$ cat src/rtl/fetch_stage.sv
// fetch_stage: owns the PC and fetches one word-aligned instruction at a time into the IF/ID slot.
// Latency: one idle cycle after reset, then a fetched word reaches the slot the cycle after its ack; zero-wait memory gives one word per cycle.
// Backpressure: a stalled slot parks one further word in a skid entry and stops requesting until decode drains the slot.
//
// Ports:
//   i_Clk, i_Rst_n                  clock, synchronous active-low reset
//   o_ImemReq, o_ImemAddr           instruction-memory request, held until i_ImemAck
//   i_ImemAck, i_ImemData           memory response, data valid with ack
//   o_Valid, i_DecodeReady          IF/ID slot handshake
//   o_Instruction, o_PC, o_PCPlus4  IF/ID slot contents
//   i_Redirect, i_RedirectPC        branch/jump redirect, flushes slot and skid
//   o_Halted                        sticky halt after a syscall reaches decode
//
// Build option: define FETCH_HALT_EN to stop fetching at a syscall word (32'h0000_000C).
// Without it the syscall is an ordinary word and o_Halted is tied low.

module fetch_stage #(
  parameter logic [31:0] RESET_PC = 32'h0000_0000,
  parameter int          XLEN     = 32
) (
  input  logic            i_Clk,
  input  logic            i_Rst_n,
  output logic            o_ImemReq,
  output logic [XLEN-1:0] o_ImemAddr,
  input  logic            i_ImemAck,
  input  logic [XLEN-1:0] i_ImemData,
  output logic            o_Valid,
  input  logic            i_DecodeReady,
  output logic [XLEN-1:0] o_Instruction,
  output logic [XLEN-1:0] o_PC,
  output logic [XLEN-1:0] o_PCPlus4,
  input  logic            i_Redirect,
  input  logic [XLEN-1:0] i_RedirectPC,
  output logic            o_Halted
);

  typedef enum logic [2:0] {
    ST_IDLE,
    ST_REQ,
    ST_SKID,
    ST_DROP,
    ST_HALT
  } state_t;

  state_t          r_state;
  logic [XLEN-1:0] r_pc;
  logic            r_req;
  logic [XLEN-1:0] r_addr;

  // IF/ID slot
  logic            r_valid;
  logic [XLEN-1:0] r_instr;
  logic [XLEN-1:0] r_slot_pc;
  logic [XLEN-1:0] r_slot_pc4;

  // one-entry skid
  logic            r_skid_vld;
  logic [XLEN-1:0] r_skid_instr;
  logic [XLEN-1:0] r_skid_pc;

  logic            w_ack;
  logic            w_take;
  logic            w_slot_free;
  logic            w_redirect;
  logic [XLEN-1:0] w_pc_plus4;
  logic [XLEN-1:0] w_redir_pc;

`ifdef FETCH_HALT_EN
  localparam logic [XLEN-1:0] SYSCALL = 32'h0000_000C;

  logic r_halted;
  logic w_ack_sys;
  logic w_skid_sys;

  assign w_ack_sys  = (i_ImemData == SYSCALL);
  assign w_skid_sys = (r_skid_instr == SYSCALL);
  // once halted, redirects are ignored until reset
  assign w_redirect = i_Redirect && !r_halted;
  assign o_Halted   = r_halted;
`else
  assign w_redirect = i_Redirect;
  assign o_Halted   = 1'b0;
`endif

  assign w_ack       = r_req && i_ImemAck;
  assign w_take      = r_valid && i_DecodeReady;
  // the slot can accept a new word if it is empty or being handed to decode now
  assign w_slot_free = !r_valid || i_DecodeReady;
  assign w_pc_plus4  = r_pc + 32'd4;
  assign w_redir_pc  = {i_RedirectPC[XLEN-1:2], 2'b00};

  always_ff @(posedge i_Clk) begin
    if (!i_Rst_n) begin
      r_state      <= ST_IDLE;
      r_pc         <= RESET_PC;
      r_req        <= 1'b0;
      r_addr       <= '0;
      r_valid      <= 1'b0;
      r_instr      <= '0;
      r_slot_pc    <= '0;
      r_slot_pc4   <= '0;
      r_skid_vld   <= 1'b0;
      r_skid_instr <= '0;
      r_skid_pc    <= '0;
`ifdef FETCH_HALT_EN
      r_halted     <= 1'b0;
`endif
    end else begin
      // a slot handed to decode empties unless refilled below
      if (w_take) begin
        r_valid <= 1'b0;
      end

      if (w_redirect) begin
        r_pc       <= w_redir_pc;
        r_valid    <= 1'b0;
        r_skid_vld <= 1'b0;
        if ((r_state == ST_REQ || r_state == ST_DROP) && !i_ImemAck) begin
          // request still in flight: keep it on the bus and throw its data away
          r_state <= ST_DROP;
        end else begin
          // nothing outstanding (or it completes now and is dropped), so the
          // redirect target can go out straight away
          r_state <= ST_REQ;
          r_req   <= 1'b1;
          r_addr  <= w_redir_pc;
        end
      end else begin
        case (r_state)
          ST_IDLE: begin
            r_state <= ST_REQ;
            r_req   <= 1'b1;
            r_addr  <= r_pc;
          end

          ST_REQ: begin
            if (w_ack) begin
              r_pc <= w_pc_plus4;
              if (w_slot_free) begin
                r_valid    <= 1'b1;
                r_instr    <= i_ImemData;
                r_slot_pc  <= r_pc;
                r_slot_pc4 <= w_pc_plus4;
                r_addr     <= w_pc_plus4;
`ifdef FETCH_HALT_EN
                if (w_ack_sys) begin
                  r_state <= ST_HALT;
                  r_req   <= 1'b0;
                end
`endif
              end else begin
                r_skid_vld   <= 1'b1;
                r_skid_instr <= i_ImemData;
                r_skid_pc    <= r_pc;
                r_state      <= ST_SKID;
                r_req        <= 1'b0;
              end
            end
          end

          ST_SKID: begin
            // the slot is always occupied here, so ready means it drains
            if (w_take) begin
              r_valid    <= 1'b1;
              r_instr    <= r_skid_instr;
              r_slot_pc  <= r_skid_pc;
              r_slot_pc4 <= r_skid_pc + 32'd4;
              r_skid_vld <= 1'b0;
              r_state    <= ST_REQ;
              r_req      <= 1'b1;
              r_addr     <= r_pc;
`ifdef FETCH_HALT_EN
              if (w_skid_sys) begin
                r_state <= ST_HALT;
                r_req   <= 1'b0;
              end
`endif
            end
          end

          ST_DROP: begin
            if (w_ack) begin
              r_state <= ST_REQ;
              r_addr  <= r_pc;
            end
          end

`ifdef FETCH_HALT_EN
          ST_HALT: begin
            // syscall sits in the slot; halt for good once decode takes it
            if (w_take) begin
              r_halted <= 1'b1;
            end
          end
`endif

          default: begin
            r_state <= ST_IDLE;
            r_req   <= 1'b0;
          end
        endcase
      end
    end
  end

  assign o_ImemReq     = r_req;
  assign o_ImemAddr    = r_addr;
  assign o_Valid       = r_valid;
  assign o_Instruction = r_instr;
  assign o_PC          = r_slot_pc;
  assign o_PCPlus4     = r_slot_pc4;

endmodule

$ cat config.mk
export PLATFORM = sky130hd
export DESIGN_NAME = fetch_stage
export DESIGN_NICKNAME = d
export VERILOG_FILES = /design/src/rtl/fetch_stage.sv
export SDC_FILE = /design/constraint.sdc
export NUM_CORES = 1
export LEC_CHECK = 0
export CAP_MARGIN = 20
export CORE_ASPECT_RATIO = 0.9
export CORE_MARGIN = 3
export CORE_UTILIZATION = 30
export CTS_CLUSTER_DIAMETER = 30
export DETAILED_ROUTE_END_ITERATION = 10
export DONT_BUFFER_PORTS = 1
export PLACE_DENSITY = 0.42
export SLEW_MARGIN = 25
export SYNTH_ARGS = -nofsm -noshare
export SYNTH_HDL_FRONTEND = slang
export SYNTH_SLANG_ARGS = --single-unit
export TNS_END_PERCENT = 50
$ cat constraint.sdc
create_clock -name i_Clk -period 4.51 [get_ports i_Clk]
set_input_delay 0.902 -clock i_Clk [delete_from_list [all_inputs] [get_ports i_Clk]]
set_output_delay 0.902 -clock i_Clk [all_outputs]
set_load 0.1 [all_outputs]
==> impl_metrics.xml, run 1 <==
<?xml version="1.0" encoding="UTF-8"?>
<metrics>
  <group name="status">
    <metric name="outcome" unit="">complete, no violations</metric>
  </group>
  <group name="grt">
    <metric name="globalRoute.totalOverflow" unit="">0</metric>
    <metric name="first_global_vias" unit="">9088</metric>
    <metric name="antenna_violations_before_repair" unit="">0</metric>
    <metric name="first_pass_grt_wire_length" unit="um">54160</metric>
    <metric name="grt_max_degree" unit="">84</metric>
    <metric name="grt_usage" unit="%">17.92</metric>
  </group>
  <group name="timing">
    <metric name="finalCritPeriodShare" unit="%">66.98</metric>
    <metric name="setup-violations-final" unit="">0</metric>
    <metric name="grt_setup_unrepaired" unit="">no</metric>
    <metric name="slew_headroom" unit="%">27.13</metric>
    <metric name="clock.fmax" unit="MHz">331.0</metric>
    <metric name="setup_tns" unit="ns">0</metric>
    <metric name="fin_worst_skew" unit="ns">0.02151</metric>
    <metric name="setup_slack" unit="ns">1.489</metric>
    <metric name="worst-slew-pin-transition" unit="ns">1.092</metric>
    <metric name="hold_violations" unit="">0</metric>
    <metric name="finalMaxSlewViolations" unit="">0</metric>
    <metric name="fin_crit" unit="ns">3.021</metric>
  </group>
  <group name="layout">
    <metric name="layout.filler_cells" unit="">3610</metric>
    <metric name="stdcell_area" unit="um2">13450</metric>
    <metric name="flow.area_growth_from_synthesis" unit="%">23.69</metric>
    <metric name="core_util_final" unit="%">38.01</metric>
    <metric name="layout.nets" unit="">1376</metric>
    <metric name="antenna_cells_inserted" unit="">0</metric>
    <metric name="drive_above_1_share" unit="%">11.09</metric>
    <metric name="instances_no_fill" unit="">1822</metric>
  </group>
  <group name="clock_network">
    <metric name="clock_tree.htree_level_count" unit="">3</metric>
    <metric name="cts_inserted_buffers" unit="">69</metric>
    <metric name="clk-insertion-delay-late" unit="ns">0.56</metric>
    <metric name="cts_setup_buffers" unit="">0</metric>
    <metric name="post_cts_resize_count" unit="">0</metric>
    <metric name="clock_tree_from_tritoncts" unit="">done</metric>
    <metric name="clk_pin_slew_worst_paths" unit="ns">0.04</metric>
    <metric name="post_cts_hold_buffers" unit="">0</metric>
    <metric name="cts.root.buffer_cell" unit="">sky130_fd_sc_hd__clkbuf_16</metric>
    <metric name="cts.sinks" unit="">218</metric>
    <metric name="cts.path.max_buffers" unit="">3</metric>
  </group>
  <group name="power_and_ir_drop">
    <metric name="leakagePower" unit="nW">4.597</metric>
    <metric name="share_comb_of_total_power" unit="%">6.9</metric>
    <metric name="p_sw" unit="mW">2.686</metric>
    <metric name="power_report.internal_total" unit="mW">5.735</metric>
    <metric name="switching_share" unit="%">31.89</metric>
    <metric name="power.density" unit="nW/um2">626.3</metric>
    <metric name="clockPowerShare" unit="%">57.2</metric>
    <metric name="ir_drop" unit="V">0.0002802</metric>
    <metric name="seq_power_share" unit="%">35.9</metric>
  </group>
  <group name="synthesis">
    <metric name="xor_xnor_fraction_of_synth_area" unit="%">8.863</metric>
    <metric name="yosys_warnings" unit="">0</metric>
    <metric name="post_synth_instance_area" unit="um2">10870</metric>
    <metric name="yosys_most_used_dff" unit="">sky130_fd_sc_hd__dfxtp_1</metric>
    <metric name="synth_compound_area_share" unit="%">15.93</metric>
    <metric name="largest_family_of_logic_cells_by_synthesized_area" unit="">simple AND/OR/NAND/NOR gates</metric>
    <metric name="synth-seq-area-share" unit="%">40.15</metric>
    <metric name="share_of_cell_area_taken_by_muxes_after_synthesis" unit="%">6.630</metric>
    <metric name="post_synth_and_or_nand_nor_area_fraction" unit="%">21.64</metric>
    <metric name="ys_ff_latch" unit="">218</metric>
    <metric name="mean_syn_cell_area" unit="um2">8.088</metric>
    <metric name="synth_async_sr_flop_share" unit="%">0</metric>
    <metric name="synth_edf_count" unit="">0</metric>
    <metric name="yosys.cell_types.count" unit="">59</metric>
    <metric name="synth_fa_ha_area_share" unit="%">0.8057</metric>
    <metric name="synthesis.instances" unit="">1344</metric>
  </group>
  <group name="die">
    <metric name="rows" unit="">65</metric>
    <metric name="boundaryPins" unit="">200</metric>
    <metric name="die_w" unit="um">206.7</metric>
    <metric name="core_area" unit="um2">35380</metric>
    <metric name="floorplan.die.height" unit="um">186.6</metric>
    <metric name="die_area" unit="um2">38560</metric>
    <metric name="start_util" unit="%">30.73</metric>
  </group>
  <group name="setup_path">
    <metric name="crit_path_max_incr_delay" unit="ns">0.98</metric>
    <metric name="crit_required" unit="ns">4.97</metric>
    <metric name="worst_path_cell_with_the_longest_stage_delay" unit="">sky130_fd_sc_hd__nor4_4</metric>
    <metric name="data_arrival_time_of_the_critical_path" unit="ns">3.48</metric>
    <metric name="worstSetupStartpointType" unit="">flip-flop</metric>
    <metric name="crit_chain" unit="">nand4_2 &gt; nor4_4 &gt; buf_4 &gt; nand4_1 &gt; xnor2_1 &gt; nor2_1 &gt; o31ai_1</metric>
    <metric name="timing.critical_path.to_type" unit="">flip-flop</metric>
    <metric name="critical_path.max_fanout" unit="">15</metric>
    <metric name="type_of_the_worst_setup_path" unit="">reg2reg</metric>
  </group>
  <group name="detailed_routing">
    <metric name="drc_errors" unit="">0</metric>
    <metric name="vias_per_cell" unit="">5.074</metric>
    <metric name="drtPass1Iterations" unit="">5</metric>
    <metric name="wl" unit="um">35040</metric>
    <metric name="antenna_violating_nets_post_route" unit="">0</metric>
    <metric name="routed-via-count" unit="">9245</metric>
    <metric name="detailedRoute.firstIterationViolations" unit="">446</metric>
    <metric name="wire_per_inst" unit="um">19.23</metric>
  </group>
  <group name="placement">
    <metric name="dp.final_hpwl" unit="um">22900</metric>
    <metric name="dp_cells" unit="">1698</metric>
    <metric name="gpl.final_weighted_congestion" unit="">0.7651</metric>
    <metric name="detailed_place.area" unit="um2">11070</metric>
    <metric name="port-buffer-count" unit="">0</metric>
    <metric name="pre_cts_slack" unit="ns">1.460</metric>
  </group>
  <group name="flow_run">
    <metric name="max_cap_viol_count" unit="">0</metric>
  </group>
  <group name="min_path">
    <metric name="holdCritPathClass" unit="">reg2reg</metric>
  </group>
</metrics>
==> state kept, by name, summed over array words and instances, names as in the netlist <==
name,count
r_pc,30
o_Valid,1
r_state,2
o_PCPlus4,30
o_ImemReq,1
o_PC,30
o_Instruction,32
r_skid_instr,32
o_ImemAddr,30
r_skid_pc,30
==> final cells by class <==
cell class	instances	area (um2)	area share, %
Multi-Input combinational cell	979	5914	43.99
Clock inverter	22	274.0	2.038
Clock buffer	102	2095	15.58
Tap cell	469	586.8	4.364
Timing Repair Buffer	16	148.9	1.107
Inverter	16	62.56	0.4653
Sequential cell	218	4364	32.46
==> routing by layer <==
layer  GRT usage, %  up-vias  wire length [um]
li1               -     4566                 -
met1          22.01     4424             15090
met2          29.92      194             17180
met3          5.599       61              2007
met4          5.508        0               770
met5              0        -                 0
==> synthesized netlist by cell type (12+ instances only) <==
cell type	number	area [um2]
sky130_fd_sc_hd__a211oi_1	58	435.4
sky130_fd_sc_hd__a21oi_1	105	525.5
sky130_fd_sc_hd__buf_1	13	48.80
sky130_fd_sc_hd__buf_2	18	90.09
sky130_fd_sc_hd__clkbuf_1	93	349.1
sky130_fd_sc_hd__dfxtp_1	218	4364
sky130_fd_sc_hd__inv_1	16	60.06
sky130_fd_sc_hd__mux2i_1	72	720.7
sky130_fd_sc_hd__nand2_1	229	859.6
sky130_fd_sc_hd__nand2b_1	20	125.1
sky130_fd_sc_hd__nand3_1	75	375.4
sky130_fd_sc_hd__nand4_1	25	156.4
sky130_fd_sc_hd__nor2_1	98	367.9
sky130_fd_sc_hd__nor3_1	14	70.07
sky130_fd_sc_hd__o211ai_1	23	172.7
sky130_fd_sc_hd__o21ai_0	42	210.2
sky130_fd_sc_hd__o31ai_1	12	90.09
sky130_fd_sc_hd__xnor2_1	78	683.2
sky130_fd_sc_hd__xor2_1	32	280.3
==> logic make-up after synthesis <==
| family | Yosys count |
|---|---|
| fa+ha+maj | 7 |
| flops | 218 |
| xor+xnor | 110 |
| buf+inv | 153 |
| compound gates | 276 |
| other cells | 1 |
| mux | 72 |
| simple gates | 507 |
==> worst paths after layout <==
| path | startpoint | to | slack (ns) | cells past startpoint |
|---|---|---|---|---|
| setup / recovery | r_pc[4]$_SDFFE_PN0P_ | o_ImemAddr[24]$_SDFFE_PN0P_ | 1.49 | 7 |
| hold / removal | r_skid_instr[12]$_SDFFE_PN0P_ | r_skid_instr[12]$_SDFFE_PN0P_ | 0.45 | 2 |
| setup reg to reg | r_pc[4]$_SDFFE_PN0P_ | o_ImemAddr[24]$_SDFFE_PN0P_ | 1.49 | 7 |
| hold reg to reg | r_skid_instr[12]$_SDFFE_PN0P_ | r_skid_instr[12]$_SDFFE_PN0P_ | 0.45 | 2 |
==> stage by stage <==
stage	hold slack (ns)	power, mW
2_1_floorplan	0.4360	3.487
3_3_place_gp	0.4414	3.649
3_5_place_dp	0.4469	3.654
4_1_cts	0.4230	8.545
5_1_grt	0.4397	8.730
6_report	0.4513	8.421
==> critical path: cells and delay by family (launching register included) <==
kind / cells / cell delay (ns)
AO/OA/AOI/OAI: 1 / 0.23
XOR/XNOR: 1 / 0.25
buffers and inverters: 1 / 0.28
flip-flops: 1 / 0.60
AND/OR/NAND/NOR: 4 / 1.56
==> layout by cell type (no fill, tap or decap), drive strengths merged, types with 8 or more instances in the layout <==
master  Yosys  layout
a211oi     58      58
xnor2      78      78
mux2i      72      72
clkinv      0       9
xor2       32      32
and3        9       9
o211ai     23      23
o31ai      13      13
nand2b     20      20
a21boi     11      11
o21ai      44      44
nor4       11      11
inv        16      19
nor3       17      17
nand3      76      76
dfxtp     218     218
nor2       98      98
buf        43      16
a21oi     105     105
nand4      27      27
nand2     230     230
o211a       8       8
clkbuf     94     102
==> power groups by stage <==
stage	registers, mW	logic (mW)	clock network [mW]
after floorplan	2.98	0.507	0
after global placement	3.06	0.587	0
after detailed placement	3.06	0.591	0
after CTS	3.03	0.593	4.92
after global routing	3.05	0.650	5.03
final	3.03	0.581	4.81
(Power assumes the default switching activity.)
==> inputs of run 2 (changes only) <==
Clock period 4.51 ns to 3 ns, I/O delays scaled along.
==> run 2 against run 1 <==
  * Critical path depth decreased by 1
  * Register-to-register slack got worse by 1.1 ns
  * Final cell count grew 1.3%
  * Clock skew shrank 0.0046 ns
  * Wire length fell by 1.8%
  * Combinational power up 84%
  * Core utilization grew 0.28 points
  * Sequential share of layout area fell by 0.24 points
  * Worst setup slack worse by 1.1 ns
  * Via count down 0.27%
  * Clock power is 39% higher
  * Critical endpoint is now r_pc[29]$_SDFFE_PN0P_
==> impl_metrics.xml, run 2 (same netlist as run 1, synthesis figures left out) <==
<?xml version="1.0" encoding="UTF-8"?>
<metrics>
  <group name="setup_path">
    <metric name="critical_path.max_fanout" unit="">34</metric>
    <metric name="crit_required" unit="ns">3.49</metric>
    <metric name="data_arrival_time_of_the_critical_path" unit="ns">3.09</metric>
    <metric name="timing.critical_path.to_type" unit="">flip-flop</metric>
    <metric name="worstSetupStartpointType" unit="">flip-flop</metric>
    <metric name="crit_chain" unit="">inv_1 &gt; ha_1 &gt; buf_4 &gt; nand3_1 &gt; or3_1 &gt; a31oi_1</metric>
    <metric name="crit_path_max_incr_delay" unit="ns">0.59</metric>
    <metric name="worst_path_cell_with_the_longest_stage_delay" unit="">sky130_fd_sc_hd__nand3_1</metric>
    <metric name="type_of_the_worst_setup_path" unit="">reg2reg</metric>
  </group>
  <group name="power_and_ir_drop">
    <metric name="ir_drop" unit="V">0.0003950</metric>
    <metric name="leakagePower" unit="nW">4.686</metric>
    <metric name="power.density" unit="nW/um2">897.8</metric>
    <metric name="post-layout-total-power" unit="mW">12.16</metric>
  </group>
  <group name="timing">
    <metric name="setup-violations-final" unit="">0</metric>
    <metric name="fin_hold_ws" unit="ns">0.1520</metric>
    <metric name="fin_crit" unit="ns">2.597</metric>
    <metric name="fin_worst_skew" unit="ns">0.01692</metric>
    <metric name="clock.fmax" unit="MHz">385.1</metric>
    <metric name="hold_violations" unit="">0</metric>
    <metric name="worst-slew-pin-transition" unit="ns">1.072</metric>
    <metric name="finalCritPeriodShare" unit="%">86.57</metric>
    <metric name="finalMaxSlewViolations" unit="">0</metric>
    <metric name="grt_setup_unrepaired" unit="">no</metric>
    <metric name="slew_headroom" unit="%">28.45</metric>
    <metric name="setup_tns" unit="ns">0</metric>
  </group>
  <group name="die">
    <metric name="core_area" unit="um2">35380</metric>
    <metric name="die_w" unit="um">206.7</metric>
    <metric name="die_area" unit="um2">38560</metric>
    <metric name="rows" unit="">65</metric>
    <metric name="boundaryPins" unit="">200</metric>
    <metric name="floorplan.die.height" unit="um">186.6</metric>
    <metric name="start_util" unit="%">30.73</metric>
  </group>
  <group name="grt">
    <metric name="grt_usage" unit="%">17.54</metric>
    <metric name="globalRoute.totalOverflow" unit="">0</metric>
    <metric name="grt_max_degree" unit="">139</metric>
    <metric name="first_global_vias" unit="">8835</metric>
    <metric name="first_pass_grt_wire_length" unit="um">53150</metric>
    <metric name="antenna_violations_before_repair" unit="">0</metric>
  </group>
  <group name="placement">
    <metric name="dp.final_hpwl" unit="um">22850</metric>
    <metric name="detailed_place.area" unit="um2">11400</metric>
    <metric name="gpl.final_weighted_congestion" unit="">0.8007</metric>
    <metric name="port-buffer-count" unit="">0</metric>
  </group>
  <group name="min_path">
    <metric name="holdCritPathClass" unit="">in2reg</metric>
  </group>
  <group name="clock_network">
    <metric name="clock_tree_from_tritoncts" unit="">done</metric>
    <metric name="cts.sinks" unit="">218</metric>
    <metric name="cts.path.max_buffers" unit="">3</metric>
    <metric name="clk_pin_slew_worst_paths" unit="ns">0.05</metric>
    <metric name="cts.root.buffer_cell" unit="">sky130_fd_sc_hd__clkbuf_16</metric>
    <metric name="cts_inserted_buffers" unit="">59</metric>
    <metric name="post_cts_hold_buffers" unit="">0</metric>
    <metric name="clk-insertion-delay-late" unit="ns">0.57</metric>
    <metric name="cts_setup_buffers" unit="">0</metric>
    <metric name="clock_tree.htree_level_count" unit="">2</metric>
    <metric name="post_cts_resize_count" unit="">0</metric>
  </group>
  <group name="layout">
    <metric name="mostFrequentLayoutCells" unit="">228 x sky130_fd_sc_hd__nand2_1, 218 x sky130_fd_sc_hd__dfxtp_1, 105 x sky130_fd_sc_hd__a21oi_1</metric>
    <metric name="regArea" unit="um2">4364</metric>
    <metric name="drive_above_1_share" unit="%">12.93</metric>
    <metric name="antenna_cells_inserted" unit="">0</metric>
    <metric name="layout.nets" unit="">1404</metric>
    <metric name="layout.filler_cells" unit="">3661</metric>
    <metric name="flow.area_growth_from_synthesis" unit="%">24.61</metric>
    <metric name="core_util_final" unit="%">38.29</metric>
    <metric name="area_occupied_by_multi_input_gates" unit="um2">5909</metric>
    <metric name="stdcell_area" unit="um2">13550</metric>
    <metric name="mostFrequentLayoutCell" unit="">sky130_fd_sc_hd__nand2_1</metric>
  </group>
  <group name="detailed_routing">
    <metric name="drtPass1Iterations" unit="">5</metric>
    <metric name="routed-via-count" unit="">9220</metric>
    <metric name="antenna_violating_nets_post_route" unit="">0</metric>
    <metric name="drc_errors" unit="">0</metric>
    <metric name="detailedRoute.firstIterationViolations" unit="">387</metric>
    <metric name="vias_per_cell" unit="">4.995</metric>
    <metric name="wire_per_inst" unit="um">18.64</metric>
    <metric name="wl" unit="um">34410</metric>
  </group>
  <group name="flow_run">
    <metric name="max_cap_viol_count" unit="">0</metric>
  </group>
  <group name="status">
    <metric name="outcome" unit="">complete, no violations</metric>
  </group>
</metrics>
[run 2: critical path, delay by kind of cell, from the launching register on]
| family | cells | cell delay, ns |
|---|---|---|
| AO/OA/AOI/OAI | 1 | 0.16 |
| adder cells (fa/ha/maj) | 1 | 0.33 |
| buffers and inverters | 2 | 0.54 |
| flip-flops | 1 | 0.34 |
| AND/OR/NAND/NOR | 2 | 1.13 |
[run 2: layer usage]
layer | global-route usage (%) | routed length, um
met1 | 22.45 | 14940
met2 | 28.81 | 16730
met3 | 4.064 | 1786
met4 | 6.291 | 955
met5 | 0 | 0
[run 2: path summary, 6_finish.rpt]
| kind | startpoint | endpoint | slack [ns] | depth (start not counted) |
|---|---|---|---|---|
| min | i_Redirect | o_Valid$_SDFF_PP0_ | 0.15 | 1 |
| min reg2reg | r_skid_instr[3]$_SDFFE_PN0P_ | r_skid_instr[3]$_SDFFE_PN0P_ | 0.45 | 2 |
| max reg2reg | r_state[1]$_SDFFE_PN0P_ | r_pc[29]$_SDFFE_PN0P_ | 0.40 | 6 |
| max | r_state[1]$_SDFFE_PN0P_ | r_pc[29]$_SDFFE_PN0P_ | 0.40 | 6 |
[run 2: cell type report]
class | instances | share of cell area (%)
tap | 469 | 4.332
timing repair buffer | 54 | 3.547
clock buffer | 79 | 12.51
sequential | 218 | 32.22
inverter | 16 | 0.4619
clock inverter | 31 | 3.307
multi-input combinational | 979 | 43.63
[run 2: through the flow]
| stage | setup slack, ns | cells |
|---|---|---|
| 2_1_floorplan | 0.3283 | 1350 |
| 3_3_place_gp | 0.3691 | 1736 |
| 3_5_place_dp | 0.3441 | 1736 |
| 4_1_cts | 0.3180 | 1846 |
| 5_1_grt | 0.1210 | 1846 |
| 6_report | 0.4030 | 1846 |
[run 2: power breakdown]
group / internal, mW / switching [mW]
clock network: 4.84 / 1.86
registers: 3.11 / 1.28
logic: 0.353 / 0.717
total: 8.30 / 3.86
